--- src/rtl/mips_ctrl_pkg.sv ---
// Shared encodings for the multicycle MIPS main control FSM.
package mips_ctrl_pkg;

   localparam int unsigned STATE_W  = 4;
   localparam int unsigned OP_W     = 6;
   localparam int unsigned ALU_OP_W = 3;
   localparam int unsigned SEL_W    = 2;

   typedef enum logic [STATE_W-1:0] {
      S_FETCH    = 4'd0,
      S_DECODE   = 4'd1,
      S_MEM_ADDR = 4'd2,
      S_MEM_RD   = 4'd3,
      S_MEM_WB   = 4'd4,
      S_MEM_WR   = 4'd5,
      S_EXEC_R   = 4'd6,
      S_WB_R     = 4'd7,
      S_EXEC_I   = 4'd8,
      S_WB_I     = 4'd9,
      S_BRANCH   = 4'd10,
      S_JUMP     = 4'd11,
      S_JAL      = 4'd12,
      S_JR       = 4'd13,
      S_UNUSED   = 4'd14,
      S_TRAP     = 4'd15
   } state_t;

   // Opcode / funct values recognised by the decoder
   localparam logic [OP_W-1:0] OP_RTYPE = 6'b000000;
   localparam logic [OP_W-1:0] OP_LW    = 6'b100011;
   localparam logic [OP_W-1:0] OP_SW    = 6'b101011;
   localparam logic [OP_W-1:0] OP_BEQ   = 6'b000100;
   localparam logic [OP_W-1:0] OP_BNE   = 6'b000101;
   localparam logic [OP_W-1:0] OP_ADDI  = 6'b001000;
   localparam logic [OP_W-1:0] OP_SLTI  = 6'b001010;
   localparam logic [OP_W-1:0] OP_J     = 6'b000010;
   localparam logic [OP_W-1:0] OP_JAL   = 6'b000011;
   localparam logic [OP_W-1:0] FUNCT_JR = 6'b001000;

   // Codes sent to the ALU control block
   localparam logic [ALU_OP_W-1:0] ALU_ADD   = 3'd0;
   localparam logic [ALU_OP_W-1:0] ALU_SUB   = 3'd1;
   localparam logic [ALU_OP_W-1:0] ALU_FUNCT = 3'd2;
   localparam logic [ALU_OP_W-1:0] ALU_SLT   = 3'd3;

   // PC source mux
   localparam logic [SEL_W-1:0] PC_SRC_ALU    = 2'b00;
   localparam logic [SEL_W-1:0] PC_SRC_ALUOUT = 2'b01;
   localparam logic [SEL_W-1:0] PC_SRC_JUMP   = 2'b10;
   localparam logic [SEL_W-1:0] PC_SRC_REG_A  = 2'b11;

   // Register-file write address mux
   localparam logic [SEL_W-1:0] REG_DST_RT  = 2'b00;
   localparam logic [SEL_W-1:0] REG_DST_RD  = 2'b01;
   localparam logic [SEL_W-1:0] REG_DST_R31 = 2'b10;

   // Register-file write data mux
   localparam logic [SEL_W-1:0] MEM_TO_REG_ALUOUT = 2'b00;
   localparam logic [SEL_W-1:0] MEM_TO_REG_MDR    = 2'b01;
   localparam logic [SEL_W-1:0] MEM_TO_REG_PC     = 2'b10;

   // ALU B operand mux
   localparam logic [SEL_W-1:0] ALU_B_REG     = 2'b00;
   localparam logic [SEL_W-1:0] ALU_B_FOUR    = 2'b01;
   localparam logic [SEL_W-1:0] ALU_B_IMM     = 2'b10;
   localparam logic [SEL_W-1:0] ALU_B_IMM_SH2 = 2'b11;

   // Dispatch target out of S_DECODE
   function automatic state_t decode_next(input logic [OP_W-1:0] op,
                                          input logic [OP_W-1:0] fn);
      state_t nxt;
      case (op)
         OP_RTYPE:      nxt = (fn == FUNCT_JR) ? S_JR : S_EXEC_R;
         OP_LW, OP_SW:  nxt = S_MEM_ADDR;
         OP_BEQ, OP_BNE: nxt = S_BRANCH;
         OP_ADDI, OP_SLTI: nxt = S_EXEC_I;
         OP_J:          nxt = S_JUMP;
         OP_JAL:        nxt = S_JAL;
         default:       nxt = S_TRAP;
      endcase
      return nxt;
   endfunction

endpackage

--- src/rtl/mips_multicycle_ctrl.sv ---
// Main control FSM sequencing the shared multicycle MIPS datapath.
module mips_multicycle_ctrl
   import mips_ctrl_pkg::*;
#(
   parameter state_t RESET_STATE = S_FETCH
) (
   input  logic       clk,
   input  logic       reset,
   input  logic [5:0] opcode,
   input  logic [5:0] funct,
   input  logic       mem_ready,
   output logic       pc_write,
   output logic       pc_write_cond,
   output logic       branch_ne,
   output logic [1:0] pc_src,
   output logic       i_or_d,
   output logic       mem_read,
   output logic       mem_write,
   output logic       ir_write,
   output logic [1:0] reg_dst,
   output logic [1:0] mem_to_reg,
   output logic       reg_write,
   output logic       alu_src_a,
   output logic [1:0] alu_src_b,
   output logic [2:0] alu_op,
   output logic       retire,
   output logic       illegal,
   output logic [3:0] state
);

   state_t state_q;
   state_t state_d;

   // State register with synchronous reset
   always_ff @(posedge clk) begin
      if (reset) state_q <= RESET_STATE;
      else       state_q <= state_d;
   end

   // Next-state logic; memory states wait for mem_ready, trap is sticky
   always_comb begin
      state_d = state_q;
      case (state_q)
         S_FETCH:    if (mem_ready) state_d = S_DECODE;
         S_DECODE:   state_d = decode_next(opcode, funct);
         S_MEM_ADDR: state_d = (opcode == OP_LW) ? S_MEM_RD : S_MEM_WR;
         S_MEM_RD:   if (mem_ready) state_d = S_MEM_WB;
         S_MEM_WB:   state_d = S_FETCH;
         S_MEM_WR:   if (mem_ready) state_d = S_FETCH;
         S_EXEC_R:   state_d = S_WB_R;
         S_WB_R:     state_d = S_FETCH;
         S_EXEC_I:   state_d = S_WB_I;
         S_WB_I:     state_d = S_FETCH;
         S_BRANCH:   state_d = S_FETCH;
         S_JUMP:     state_d = S_FETCH;
         S_JAL:      state_d = S_FETCH;
         S_JR:       state_d = S_FETCH;
         S_TRAP:     state_d = S_TRAP;
         default:    state_d = S_TRAP;
      endcase
   end

   // Datapath control decode from current state; reset forces everything low
   always_comb begin
      pc_write      = 1'b0;
      pc_write_cond = 1'b0;
      branch_ne     = 1'b0;
      pc_src        = PC_SRC_ALU;
      i_or_d        = 1'b0;
      mem_read      = 1'b0;
      mem_write     = 1'b0;
      ir_write      = 1'b0;
      reg_dst       = REG_DST_RT;
      mem_to_reg    = MEM_TO_REG_ALUOUT;
      reg_write     = 1'b0;
      alu_src_a     = 1'b0;
      alu_src_b     = ALU_B_REG;
      alu_op        = ALU_ADD;
      retire        = 1'b0;
      illegal       = 1'b0;
      if (!reset) begin
         case (state_q)
            S_FETCH: begin
               mem_read  = 1'b1;
               alu_src_b = ALU_B_FOUR;
               alu_op    = ALU_ADD;
               ir_write  = mem_ready;
               pc_write  = mem_ready;
            end
            S_DECODE: begin
               alu_src_b = ALU_B_IMM_SH2;
               alu_op    = ALU_ADD;
            end
            S_MEM_ADDR: begin
               alu_src_a = 1'b1;
               alu_src_b = ALU_B_IMM;
               alu_op    = ALU_ADD;
            end
            S_MEM_RD: begin
               mem_read = 1'b1;
               i_or_d   = 1'b1;
            end
            S_MEM_WB: begin
               reg_dst    = REG_DST_RT;
               mem_to_reg = MEM_TO_REG_MDR;
               reg_write  = 1'b1;
               retire     = 1'b1;
            end
            S_MEM_WR: begin
               mem_write = 1'b1;
               i_or_d    = 1'b1;
               retire    = mem_ready;
            end
            S_EXEC_R: begin
               alu_src_a = 1'b1;
               alu_src_b = ALU_B_REG;
               alu_op    = ALU_FUNCT;
            end
            S_WB_R: begin
               reg_dst   = REG_DST_RD;
               reg_write = 1'b1;
               retire    = 1'b1;
            end
            S_EXEC_I: begin
               alu_src_a = 1'b1;
               alu_src_b = ALU_B_IMM;
               alu_op    = (opcode == OP_SLTI) ? ALU_SLT : ALU_ADD;
            end
            S_WB_I: begin
               reg_dst   = REG_DST_RT;
               reg_write = 1'b1;
               retire    = 1'b1;
            end
            S_BRANCH: begin
               alu_src_a     = 1'b1;
               alu_src_b     = ALU_B_REG;
               alu_op        = ALU_SUB;
               pc_write_cond = 1'b1;
               pc_src        = PC_SRC_ALUOUT;
               branch_ne     = (opcode == OP_BNE);
               retire        = 1'b1;
            end
            S_JUMP: begin
               pc_write = 1'b1;
               pc_src   = PC_SRC_JUMP;
               retire   = 1'b1;
            end
            S_JAL: begin
               // PC already holds PC+4 from fetch, so it is the link value
               pc_write   = 1'b1;
               pc_src     = PC_SRC_JUMP;
               reg_write  = 1'b1;
               reg_dst    = REG_DST_R31;
               mem_to_reg = MEM_TO_REG_PC;
               retire     = 1'b1;
            end
            S_JR: begin
               pc_write = 1'b1;
               pc_src   = PC_SRC_REG_A;
               retire   = 1'b1;
            end
            S_TRAP: begin
               illegal = 1'b1;
            end
            default: begin
               illegal = 1'b0;
            end
         endcase
      end
   end

   assign state = 4'(state_q);

endmodule

--- config.mk ---
export PLATFORM = sky130hd
export DESIGN_NAME = mips_multicycle_ctrl
export DESIGN_NICKNAME = d
export VERILOG_FILES = /design/src/rtl/mips_ctrl_pkg.sv /design/src/rtl/mips_multicycle_ctrl.sv
export SDC_FILE = /design/constraint.sdc
export NUM_CORES = 1
export LEC_CHECK = 0
export CAP_MARGIN = 20
export CORE_ASPECT_RATIO = 1.5
export CORE_MARGIN = 2
export CORE_UTILIZATION = 30
export DETAILED_ROUTE_END_ITERATION = 8
export PLACE_DENSITY_LB_ADDON = 0.15
export SYNTH_ARGS = -nofsm -noshare
export SYNTH_HDL_FRONTEND = slang
export SYNTH_SLANG_ARGS = --single-unit
--- constraint.sdc ---
create_clock -name clk -period 1.8 [get_ports clk]
set_clock_uncertainty 0.05 [all_clocks]
set_input_delay 0.18 -clock clk [delete_from_list [all_inputs] [get_ports clk]]
set_output_delay 0.18 -clock clk [all_outputs]
set_load 0.05 [all_outputs]
=== Word-level counts from Yosys, hierarchy flattened ===
Cells that the tools add are included.

* Register bits after elaboration: 4
* Latch bits: 0
* Memory bits (writable): 0
* Memory bits (read-only): 0
* Output and inout port bits: 26
* Logic and storage cells: 81
* Memories kept: 0

* $add $sub $neg: 0
* Multipliers: 0
* Divide/modulo/power cells: 0
* Order comparisons: 0
* Equality and inequality tests: 26
* Shifts and indexed selects: 0
* Muxes and demuxes: 40
* Bitwise logic cells: 0
* Reductions and logical operators: 14

{| class="wikitable"
|+ Operator list
! kind !! number
|-
| $pmux W4 S8 || 1
|-
| $eq A4 B4 Y1 const B || 7
|-
| $pmux W4 S6 || 1
|-
| $mux W1 || 20
|-
| $eq A6 B4 Y1 const B || 3
|-
| $pmux W2 S3 || 3
|-
| $eq A4 B3 Y1 const B || 4
|-
| $mux W4 || 4
|-
| $reduce_or A2 Y1 || 7
|-
| $eq A6 B2 Y1 const B || 2
|-
| $eq A6 B3 Y1 const B || 2
|-
| $eq A6 B6 Y1 const B || 2
|-
| $mux W2 || 6
|-
| $eq A4 B2 Y1 const B || 2
|-
| $pmux W2 S2 || 2
|-
| $reduce_or A4 Y1 || 2
|-
| $reduce_or A7 Y1 || 1
|-
| $logic_not A6 Y1 || 1
|-
| $ne A2 B2 Y1 const B || 3
|-
| $eq A4 B1 Y1 const B || 1
|-
| $logic_not A4 Y1 || 1
|-
| $pmux W1 S2 || 2
|-
| $mux W3 || 1
|-
| $reduce_and A3 Y1 || 1
|-
| $reduce_or A3 Y1 || 1
|}

=== Longest topological paths before layout ===
Gate-level depths: netlist of the first run.

* Depth after elaboration: 4
* Depth in mapped cells: 6
* Gate-level depth less buffers: 4

=== Worst setup path before layout of the first run ===
Ideal clock, no wire load.

* Path kind: reg2out
* From: register state_q[1], in the netlist state[1]
* To: output branch_ne
* Arrival time: 4.050 ns
* Path slack: -2.480 ns
* Stages on the path, launching flop included: 6
* Buffers on the path: 2
* Cell sequence: dfxtp_1 buf_2 buf_2 nand2_1 nor3_1 nor4b_1

* Longest elaborated chain between the ends: 3

{| class="wikitable"
|+ Ends and longest elaborated chain
! element !! RTL line !! text
|-
| start: declaration || mips_multicycle_ctrl.sv:31 || <nowiki>state_t state_q;</nowiki>
|-
| start signal: assignment || mips_multicycle_ctrl.sv:37 || <nowiki>else state_q <= state_d;</nowiki>
|-
| $eq A4 B4 Y1 || mips_multicycle_ctrl.sv:82 || <nowiki>case (state_q)</nowiki>
|-
| $mux W1 || mips_multicycle_ctrl.sv:82 ||
|-
| $mux W1 || mips_multicycle_ctrl.sv:81 || <nowiki>if (!reset) begin</nowiki>
|-
| end: declaration || mips_multicycle_ctrl.sv:14 || <nowiki>output logic branch_ne,</nowiki>
|}

No other way between the ends.

=== Final worst setup path of the first run ===
* From: register state_q[1], in the netlist state[1]
* To: output retire

* Longest elaborated chain between the ends: 4
* Elaborated cells between the ends (all ways): 11

{| class="wikitable"
|+ Ends and longest elaborated chain
! element !! RTL line !! text
|-
| $eq A4 B4 Y1 or $eq A4 B3 Y1 (tied branches) || mips_multicycle_ctrl.sv:82 ||
|-
| $reduce_or A7 Y1 (no source line) || n/a ||
|-
| $pmux W1 S2 * || mips_multicycle_ctrl.sv:82 ||
|-
| $mux W1 * || mips_multicycle_ctrl.sv:81 ||
|-
| end: declaration || mips_multicycle_ctrl.sv:26 || <nowiki>output logic retire,</nowiki>
|}

Every way passes the cells marked *; elsewhere a longest branch is shown, timed or not.

==> qor.csv, run 1 <==
stage,metric,value,unit
global_route,grt_start_max_net_pins,21,
clocking,cts_buffer_depth,2,
sta,final_max_slew_viol_count,0,
sta,grt_setup_unrepaired,yes,
detailed_routing,postRouteAntennaNets,0,
power_and_ir_drop,cellLeakagePower,0.740,nW
logic_synthesis,ys_warn_count,0,
sta,min_period,1.80,ns
logic_synthesis,synth_top_cell_area_share,0.100,
worst_setup_path,path_class,flop to output port,
global_route,grt_use_total,0.222,
place,place_congestion,0.869,
power_and_ir_drop,ir_drop,0.000838,V
final_layout,drive_gt1_frac,0.518,
floorplan,fp.dieH,67.2,um
global_route,grt_pass1_vias,1151,
place,post-dp-hpwl,2.36,mm
floorplan,dieArea,3100,um^2
floorplan,ios,41,
clocking,numCtsBuffers,3,
worst_setup_path,end_kind,output port,
final_layout,stdcell_count,219,
detailed_routing,via_per_inst,5.84,
logic_synthesis,synth_nets,145,
detailed_routing,wl_met1,1.19,mm
final_layout,fin_util,0.766,
detailed_routing,met2_length,1.76,mm
floorplan,rows,22,
logic_synthesis,ys_ff_latch,4,
floorplan,die_w,46.1,um
place,dpl.cell_count,205,
worst_setup_path,worstPathRequired,1.57,ns
clocking,cts.sinks,4,
detailed_routing,top_layer_used,met4,
worst_setup_path,start_kind,flop,
status,status,completed,
sta,setup-violations-final,0,
worst_setup_path,cp_slowest_stage_delay,0.41,ns
logic_synthesis,synth_flop_cell,dfxtp_1,
global_route,grt-ovfl-total,0,
detailed_routing,finalWirelength,3.27,mm
floorplan,initial_core_util,0.322,
clocking,cts_hold_buffers,0,
detailed_routing,routedWlPerCell,14.9,um
clocking,clk_pin_slew,0.04,ns
logic_synthesis,synth-edff-count,0,
logic_synthesis,ys_top_cells_by_area,"dfxtp_1, nor2_1, a21oi_1",
worst_setup_path,crit_path_top_delay_cell,a2111oi_4,
detailed_routing,drtIter0Drc,61,
worst_setup_path,r2r_setup_slack,0.16,ns
clocking,clock_latency,0.24,ns
final_layout,layout.nets,212,
logic_synthesis,syn_inst,130,
clocking,clk_root_buffer_cell,clkbuf_4,
global_route,grt_pass1_wl,5.22,mm
power_and_ir_drop,p_total,2.64,mW
sta,period_share,0.998,
detailed_routing,met3_length,169,um
floorplan,design.core.area,2480,um^2
clocking,cts_max_level,1,
sta,hold_slack,0.448,ns
logic_synthesis,avgSynthCellArea,6.14,um^2
final_layout,area_growth,138,%
logic_synthesis,synthesis.area,798,um^2
detailed_routing,route.vias.total,1279,
logic_synthesis,async_flop_share,0,
place,io_buffers,39,
worst_setup_path,path_max_fanout,8,
logic_synthesis,ys_types,43,
job,drv_cap,0,
global_route,grt_antenna_before_repair,0,
sta,final-hold-violation-count,0,
logic_synthesis,yosysSeqAreaShare,0.100,
final_layout,largest_reg_flops,4,
detailed_routing,dr.pass1.iters,4,
detailed_routing,drc,0,
final_layout,diodes,0,
worst_setup_path,cp.arrival,1.57,ns
power_and_ir_drop,pwr_density_cell,1390,nW/um^2
worst_hold_path,worstHoldPathType,primary input to flop,
sta,max_freq,557,MHz
clocking,cts_tree,yes,
logic_synthesis,synth_top_cell_by_area,dfxtp_1,
worst_setup_path,path_cells,buf_4 -> and2_1 -> a2111oi_4 -> buf_12,
[power breakdown]
| group | total [mW] | internal, mW | leakage (nW) | switching (mW) |
|---|---|---|---|---|
| Combinational | 2.20 | 1.02 | 0.691 | 1.18 |
| Clock | 0.111 | 0.0745 | 0.0138 | 0.0365 |
| Sequential | 0.321 | 0.151 | 0.0356 | 0.170 |
| Total | 2.64 | 1.25 | 0.740 | 1.39 |
[critical path: cells and delay by family (launching register included)]
| kind | cells | cell delay [ns] |
|---|---|---|
| AND/OR/NAND/NOR | 1 | 0.20 |
| buffers and inverters | 2 | 0.33 |
| AO/OA/AOI/OAI | 1 | 0.41 |
| flip-flops | 1 | 0.38 |
[cell usage after synthesis, drive strengths merged (2+ instances only)]
master / instances
a2111oi: 3
a211oi: 2
a21oi: 13
a311oi: 2
and2: 2
buf: 9
clkbuf: 4
dfxtp: 4
inv: 4
nand2: 9
nand2b: 3
nor2: 21
nor2b: 5
nor3: 9
nor4b: 3
o21ai: 7
or2: 3
or3: 4
xnor2: 2
xor2: 2
[layout make-up]
| type | count | area, um^2 |
|---|---|---|
| repair buffers | 75 | 882 |
| multi-input cells | 109 | 847 |
| fillers | 164 | 581 |
| flip-flops and latches | 4 | 95.1 |
| well taps | 24 | 30.0 |
| clock buffers | 3 | 22.5 |
| inverters | 4 | 20.0 |
[worst paths after layout]
check / from / to / cells after the start
setup / recovery: state[1]$_SDFFE_PP0P_ / retire / 4
hold / removal: opcode[4] / state[2]$_SDFFE_PP0P_ / 4
setup reg to reg: state[1]$_SDFFE_PP0P_ / state[3]$_SDFFE_PP0P_ / 5
hold reg to reg: state[3]$_SDFFE_PP0P_ / state[0]$_SDFFE_PP0P_ / 2
[metal layers]
metal	up-vias	global-route usage
li1	610	-
met1	577	0.253
met2	72	0.380
met3	20	0.0348
met4	0	0.118
met5	-	0
[kinds of logic after synthesis]
group / after synthesis / synth area share
AOI/OAI and AO/OA: 39 / 0.337
xor gates and xnor gates: 4 / 0.0439
other: 1 / 0.00470
DFF: 4 / 0.100
buffers and inverters: 17 / 0.0972
and+or+nand+nor: 65 / 0.417
[through the flow]
stage	area (um^2)	setup WS [ns]	setup TNS [ns]
6_report	1900	0.00309	0
2_1_floorplan	992	-0.400	-0.912
4_1_cts	1760	-0.00377	-0.00377
3_5_place_dp	1720	-0.216	-0.975
5_1_grt	1900	-0.0491	-0.197
3_3_place_gp	1720	-0.178	-0.830
[cell usage in the layout (no fill, tap or decap), types with 2 or more instances in the layout]
cell type         n
a2111oi_4         2
a211oi_2          2
a21oi_1          12
a311oi_1          2
and2_1            2
buf_12           21
buf_4            35
buf_6             3
clkbuf_4          3
clkdlybuf4s50_1   8
dfxtp_4           4
dlygate4sd2_1     4
dlymetal6s2s_1    2
inv_1             2
nand2_1           7
nand2b_1          2
nor2_1           13
nor2_2            5
nor2_4            3
nor2b_1           3
nor3_1            4
nor3_4            4
nor4b_1           2
o21ai_0           6
or2_4             2
or3_1             2
or3_4             2
xnor2_1           2
xor2_1            2
[what timing repair did]
action,CTS,global route
hold endpoints to repair,0,0
resized for setup,10,18
setup buffers,1,10
endpoints found under the setup margin,12,10
pin swaps,3,9
(Power assumes the default switching activity.)
==> run 2: changes to the inputs <==
--- a/config.mk
+++ b/config.mk
@@ -10,6 +10,7 @@
 export CORE_MARGIN = 2
 export CORE_UTILIZATION = 30
 export DETAILED_ROUTE_END_ITERATION = 8
+export MAX_ROUTING_LAYER = met4
 export PLACE_DENSITY_LB_ADDON = 0.15
 export SYNTH_ARGS = -nofsm -noshare
 export SYNTH_HDL_FRONTEND = slang
==> qor.csv, run 2 (synthesis results as in run 1) <==
stage,metric,value,unit,change
detailed_routing,routedWlPerCell,15.0,um,+0.18%
detailed_routing,drc,0,,unchanged
power_and_ir_drop,power.share.clock,0.042,,about the same
clocking,clk_root_buffer_cell,clkbuf_4,,
global_route,grt_start_max_net_pins,21,,unchanged
status,violations,setup timing,,
floorplan,die_w,46.1,um,unchanged
worst_setup_path,r2r-start,state[1]$_SDFFE_PP0P_,,
floorplan,initial_core_util,0.322,,unchanged
clocking,clock_latency,0.24,ns,about the same
place,dpl.cell_count,205,,unchanged
final_layout,largest_reg_flops,4,,unchanged
place,post-dp-hpwl,2.36,mm,unchanged
place,place_ws,-0.216,ns,unchanged
floorplan,fp.dieH,67.2,um,unchanged
final_layout,n_fill_cell,164,,unchanged
power_and_ir_drop,switching_share,0.528,,about the same
global_route,grt_antenna_before_repair,0,,unchanged
sta,max_freq,555,MHz,-0.26%
final_layout,final_common_cell,buf_4,,
detailed_routing,via_per_inst,5.80,,-0.63%
detailed_routing,dr.pass1.iters,4,,unchanged
sta,hold_slack,0.446,ns,-0.00210 ns
power_and_ir_drop,pwr_density_cell,1390,nW/um^2,about the same
clocking,cts_max_level,1,,unchanged
final_layout,drive_gt1_frac,0.518,,unchanged
final_layout,multi_input_area,847,um^2,unchanged
floorplan,rows,22,,unchanged
place,io_buffers,39,,unchanged
worst_setup_path,end_kind,output port,,
worst_setup_path,path_class,flop to output port,,
clocking,numCtsBuffers,3,,unchanged
global_route,grt-ovfl-total,0,,unchanged
final_layout,stdcell_count,219,,unchanged
final_layout,layout.nets,212,,unchanged
worst_hold_path,whs_endpoint,state[2]$_SDFFE_PP0P_,,
floorplan,design.core.area,2480,um^2,unchanged
detailed_routing,route.vias.total,1271,,-0.63%
power_and_ir_drop,p_sw,1.39,mW,+0.17%
sta,final-hold-violation-count,0,,unchanged
final_layout,area_growth,138,%,unchanged
power_and_ir_drop,p_total,2.64,mW,about the same
detailed_routing,finalWirelength,3.28,mm,+0.18%
clocking,cts_buffer_depth,2,,unchanged
sta,min_period,1.80,ns,+0.00463 ns
clocking,cts_hold_buffers,0,,unchanged
power_and_ir_drop,cellInternalPower,1.25,mW,about the same
global_route,grt_pass1_wl,5.22,mm,unchanged
worst_hold_path,worstHoldPathType,primary input to flop,,
clocking,cts_tree,yes,,
worst_setup_path,worstPathRequired,1.57,ns,about the same
sta,period_share,1.00,,+0.00257
place,place_congestion,0.883,,+1.6%
global_route,grt_use_total,0.228,,+0.00601
worst_setup_path,r2r-end,state[3]$_SDFFE_PP0P_,,
clocking,clk_pin_slew,0.04,ns,about the same
worst_setup_path,r2r_setup_slack,0.16,ns,about the same
sta,final_max_slew_viol_count,0,,unchanged
status,status,"finished, violations left",,
worst_hold_path,hold_depth,4,,unchanged
power_and_ir_drop,power_frac_comb,0.836,,about the same
global_route,grt_pass1_vias,1149,,-0.17%
sta,setup-violations-final,1,,+1
job,drv_cap,0,,unchanged
detailed_routing,drtIter0Drc,54,,-11%
sta,setup_slack,-0.00154,ns,-0.00463 ns
final_layout,diodes,0,,unchanged
power_and_ir_drop,cellLeakagePower,0.740,nW,unchanged
clocking,cts.sinks,4,,unchanged
power_and_ir_drop,ir_drop,0.000840,V,+0.23%
power_and_ir_drop,p_seq_frac,0.122,,about the same
worst_setup_path,path_max_fanout,8,,unchanged
sta,grt_setup_unrepaired,yes,,
worst_setup_path,reg2regPathDepth,5,,unchanged
detailed_routing,postRouteAntennaNets,0,,unchanged
worst_setup_path,start_kind,flop,,
worst_setup_path,cp.arrival,1.57,ns,about the same
floorplan,ios,41,,unchanged
floorplan,dieArea,3100,um^2,unchanged
worst_hold_path,worstHoldStart,opcode[4],,
final_layout,regArea,95.1,um^2,unchanged
final_layout,layout_common_cells,"buf_4, buf_12, nor2_1, a21oi_1, clkdlybuf4s50_1",,
[run 2: cell counts in the layout (fill, tap and decap cells not counted)]
No cell type changed its count.
[run 2: power by group through the flow]
stage	clock (mW)	sequential, mW	combinational (mW)
6_report	0.112	0.321	2.21
3_5_place_dp	0	0.336	1.88
4_1_cts	0.114	0.333	1.93
5_1_grt	0.116	0.334	2.34
2_1_floorplan	0	0.307	1.23
3_3_place_gp	0	0.333	1.86
[run 2: through the flow]
step	area (um^2)	util	setup TNS, ns
global route	1900	0.766	-0.197
global placement	1720	0.692	-0.830
CTS	1760	0.712	-0.00377
detailed placement	1720	0.692	-0.975
finish	1900	0.766	-0.00154
floorplan	992	-	-0.912
[run 2: worst max-delay path: stages, from the launching register on]
cell and delay (ns):
dfxtp_4 0.38, buf_4 0.15, and2_1 0.20, a2111oi_4 0.42, buf_12 0.18
[run 2: timing repair]
action	in CTS	in global routing
buffers inserted	1	10
pin swaps	3	9
endpoints found under the setup margin	12	10
resized for setup	10	18
[run 2: worst max-delay path by stage]
stage                               start               endpoint  slack, ns  cells past startpoint
floorplan           state[1]$_SDFFE_PP0P_              branch_ne      -0.40                      5
global placement                opcode[2]  state[0]$_SDFFE_PP0P_      -0.18                      5
detailed placement              opcode[2]  state[0]$_SDFFE_PP0P_      -0.22                      5
CTS                 state[1]$_SDFFE_PP0P_           alu_src_b[1]     -0.004                      4
global route        state[0]$_SDFFE_PP0P_               pc_write      -0.05                      6
finish              state[1]$_SDFFE_PP0P_                 retire     -0.002                      4
[run 2: per-layer routing]
layer	vias to the layer above	part of all wire	track usage
li1	607	-	-
met1	580	0.37	0.254
met2	67	0.54	0.380
met3	17	0.045	0.0321
met4	0	0.043	0.118
met5	-	0	-
[run 2: cell type report]
type                            instances  share of cell area
Clock buffer                            3              0.0119
Timing Repair Buffer                   75               0.465
Tap cell                               24              0.0158
Multi-Input combinational cell        109               0.447
Inverter                                4              0.0106
Sequential cell                         4              0.0501
